===== src/rtl/fetch_stage.sv =====
// fetch_stage: owns the pc, fetches words over req/gnt/rvalid, hands them to decode, applies redirects
module fetch_stage #(
  parameter int N = 64,
  parameter logic [N-1:0] RESET_PC = '0
) (
  input  logic         clk,
  input  logic         reset,
  input  logic         branch_taken,
  input  logic [N-1:0] branch_target,
  output logic         imem_req,
  output logic [N-1:0] imem_addr,
  input  logic         imem_gnt,
  input  logic         imem_rvalid,
  input  logic [31:0]  imem_rdata,
  output logic         if_valid,
  output logic [N-1:0] if_pc,
  output logic [31:0]  if_instr,
  input  logic         if_ready,
  output logic [31:0]  fetch_count
);
  typedef enum logic [1:0] {S_REQ, S_WAIT, S_OUT} state_t;
  state_t state, state_n;
  logic live, kill, kill_n, take, leave;
  logic [N-1:0] pc;
  assign imem_req = live && state == S_REQ;
  assign imem_addr = pc;
  assign take = state == S_WAIT && imem_rvalid && !kill && !branch_taken;
  assign leave = state == S_OUT && (if_ready || branch_taken);
  always_comb begin
    state_n = imem_req && imem_gnt ? S_WAIT :
              state == S_WAIT && imem_rvalid ? (take ? S_OUT : S_REQ) :
              leave ? S_REQ : state;
    kill_n = imem_req && imem_gnt ? branch_taken :
             state == S_WAIT ? (imem_rvalid ? 1'b0 : kill || branch_taken) : kill;
  end
  always_ff @(posedge clk or negedge reset) begin
    if (!reset) begin
      state <= S_REQ;
      live <= 1'b0;
      kill <= 1'b0;
      pc <= RESET_PC;
      if_valid <= 1'b0;
      if_pc <= '0;
      if_instr <= '0;
      fetch_count <= '0;
    end else begin
      state <= state_n;
      live <= 1'b1;
      kill <= kill_n;
      pc <= branch_taken ? branch_target & ~N'(3) : take ? pc + N'(4) : pc;
      if_valid <= take ? 1'b1 : leave ? 1'b0 : if_valid;
      if_pc <= take ? pc : if_pc;
      if_instr <= take ? imem_rdata : if_instr;
      fetch_count <= state == S_OUT && if_ready ? fetch_count + 32'd1 : fetch_count;
    end
  end
endmodule

===== config.mk =====
export PLATFORM = sky130hd
export DESIGN_NAME = fetch_stage
export DESIGN_NICKNAME = d
export VERILOG_FILES = /design/src/rtl/fetch_stage.sv
export SDC_FILE = /design/constraint.sdc
export NUM_CORES = 1
export LEC_CHECK = 0
export CAP_MARGIN = 30
export CELL_PAD_IN_SITES_DETAIL_PLACEMENT = 0
export CELL_PAD_IN_SITES_GLOBAL_PLACEMENT = 2
export CORE_UTILIZATION = 29
export CTS_BUF_LIST = sky130_fd_sc_hd__clkbuf_8
export CTS_CLUSTER_SIZE = 16
export DETAILED_ROUTE_END_ITERATION = 6
export GPL_ROUTABILITY_DRIVEN = 0
export GPL_TIMING_DRIVEN = 0
export PLACE_DENSITY_LB_ADDON = 0.3
export SLEW_MARGIN = 20
export SYNTH_ARGS = -nofsm -noshare
export SYNTH_HDL_FRONTEND = slang
export SYNTH_SLANG_ARGS = --single-unit

===== constraint.sdc =====
create_clock -name clk -period 2.4 [get_ports clk]
set_input_delay 0.24 -clock clk [delete_from_list [all_inputs] [get_ports clk]]
set_output_delay 0.24 -clock clk [all_outputs]
set_load 0.05 [all_outputs]

==> results.json <==
{
  "status": "finished clean",
  "ys_warn_count": 0,
  "synth_cells": 803,
  "crit_required_ns": 2.80,
  "final_util_pct": 43.0,
  "crit_path_max_fanout": 10,
  "worstPathArrival_ns": 2.68,
  "synth.distinct_cells": 60,
  "grt-ovfl-total": 0,
  "drt-total-wl_mm": 29.3,
  "timing.hold.ws_ns": 0.230,
  "cts_tree": "built",
  "netlist.area_leader.share_pct": 53.7,
  "worstReg2RegEnd": "imem_addr[50]",
  "start_util_pct": 29.5,
  "multi_input_area_sq_um": 4090,
  "pre_cts_ws_ns": -0.996,
  "seq_area_sq_um": 4830,
  "ys_seq_elements": 193,
  "coreArea_sq_um": 30500,
  "clk_latency_ns": 0.47,
  "p_leak_nw": 5.22,
  "drv_cap": 0,
  "reg2reg_from": "state[1]",
  "reg2reg_slack_ns": 0.12,
  "grt_use_total_pct": 18.7,
  "power_density_nw_per_um2": 1060,
  "clock_skew_ns": 0.0205,
  "die_w_um": 178,
  "cts.sinks": 193,
  "end_kind": "flip-flop",
  "vdd_ir_drop_max_uv": 548,
  "synthFlopType": "dfrtp_1",
  "fmax_ghz": 0.438,
  "slew_headroom_pct": 50.6,
  "finalSetupViolations": 0,
  "wl_per_cell_um": 19.1,
  "path_clk_slew_ns": 0.10,
  "finalCritPeriodShare_pct": 95.2,
  "finalHoldViolCount": 0,
  "synth_area_leader_cell": "dfrtp_1",
  "drc": 0,
  "finalPower_mw": 13.9,
  "dr.pass1.iters": 4,
  "area_growth_pct": 45.9,
  "grt_max_degree": 87,
  "die_y_um": 178,
  "port_buffers": 288,
  "rows": 64,
  "clockBufferDepth": 2,
  "slew_viol_final": 0,
  "fin_nets": 1230,
  "synthTopCellsByCount": "dfrtp_1 (193), mux2_2 (98), nand2_1 (84)",
  "cp-startpoint": "state[1]",
  "fin_setup_tns_ns": 0,
  "synth_seq_area_share_pct": 53.7,
  "io_pins": 296,
  "syn_area_per_cell_sq_um": 11.2,
  "root_buffer": "clkbuf_8",
  "detail_route.vias_per_cell": 4.90,
  "vias": 7529,
  "setup_slack_ns": 0.116,
  "cts-buffers-inserted": 17,
  "dp_hpwl_mm": 21.6,
  "htreeDepth": 4,
  "tightest_slew_ns": 0.741,
  "die-area_sq_um": 31700,
  "drive_above_1_share_pct": 17.3,
  "antenna_found_initial": 3,
  "synth_edf_count": 0,
  "synth_most_common_cell": "dfrtp_1",
  "fin_crit_ns": 2.28,
  "synth.cell_area_sq_um": 8990,
  "ant_nets": 0,
  "fill_cells": 2955,
  "ys_async_sr_fraction_pct": 100,
  "grt_pass1_vias": 7454,
  "grt_pass1_wl_mm": 44.6,
  "hold_path_class": "input port to async pin",
  "netlist_top_cells_area": "dfrtp_1 (54%), mux2_2 (12%), xnor2_1 (4.0%), nand2_1 (3.5%), nand4_1 (2.9%)",
  "critPathKind": "flip-flop to flip-flop",
  "drtIter0Drc": 501,
  "cp-start-kind": "flip-flop",
  "reg2reg_depth": 7
}
==> kinds of logic after synthesis <==
kind of cell | after synthesis | synth area share (%)
XOR/XNOR | 68 | 6.62
other | 2 | 0.0835
multiplexers | 102 | 12.7
adder cells (fa/ha/maj) | 2 | 0.278
buffers and inverters | 46 | 2.52
AO/OA/AOI/OAI | 86 | 5.62
AND/OR/NAND/NOR | 304 | 18.4
flip-flops | 193 | 53.7
==> state kept, by name (all words and copies together) (netlist names) <==
name,cells
if_pc,62
imem_addr,62
fetch_count,32
if_instr,32
state,2
if_valid,1
kill,1
live,1
==> cell usage in the layout, fill, tap and decap left out, drive strengths merged, types with 12 or more instances in the layout <==
cell type and instances:
clkdlybuf4s50 286, dfrtp 193, mux2 98, nand2 85, o21ai 48, nand4 42
xnor2 41, clkbuf 38, nand3 37, nor2 33, buf 30, xor2 27
nor4 23, nor3 16, a31oi 15, or3 14, and3 14, inv 13
and4 12
==> critical path, stage by stage, from the launching register on <==
cell and delay (ns):
dfrtp_1 0.37, clkbuf_4 0.18, and4bb_4 0.36, buf_8 0.17
nand4_1 0.19, or3_4 0.42, or3_1 0.35, a31oi_1 0.16
==> layer usage <==
| layer | share of wire [%] | up-vias | wire length [um] | GRT usage [%] |
|---|---|---|---|---|
| li1 | - | 3567 | - | - |
| met1 | 45 | 3723 | 13200 | 25.3 |
| met2 | 47 | 223 | 13900 | 29.4 |
| met3 | 6.6 | 16 | 1920 | 4.80 |
| met4 | 1.1 | 0 | 334 | 4.99 |
| met5 | 0 | - | 0 | 0 |
==> power by group <==
| group | internal, mW | switching (mW) |
|---|---|---|
| Clock | 1.04 | 1.27 |
| Combinational | 2.47 | 4.32 |
| Sequential | 4.16 | 0.638 |
==> worst max path at each step <==
stage	end	slack, ns	cells after the start
finish	imem_addr[50]	0.12	7
floorplan	imem_addr[46]	0.01	6
global placement	if_pc[13]	-7.79	1
detailed placement	if_pc[18]	-1.0	6
CTS	imem_addr[55]	0.007	5
global route	imem_addr[41]	-0.03	7
==> per-stage QoR <==
| stage | cells | area, sq um |
|---|---|---|
| floorplan | 806 | 9000 |
| global placement | 1490 | 12400 |
| detailed placement | 1492 | 12400 |
| CTS | 1532 | 13000 |
| global route | 1537 | 13100 |
| finish | 1538 | 13100 |
==> layout make-up <==
class                      count  share of cell area [%]
tap                          396                    3.78
inverter                       8                   0.229
multi-input combinational    567                    31.1
antenna                        3                  0.0572
sequential                   193                    36.8
clock inverter                15                    1.35
buffer                        36                    1.60
timing repair buffer         303                    23.2
clock buffer                  17                    1.78
==> what timing repair did <==
| item | in CTS | in global routing |
|---|---|---|
| hold endpoints to repair | 38 | 0 |
| buffers inserted | 7 | 5 |
| pin swaps | 3 | 7 |
| hold buffers | 1 | 0 |
| setup endpoints to repair | 124 | 60 |
| gates resized for setup | 20 | 19 |
(Power assumes the default switching activity.)
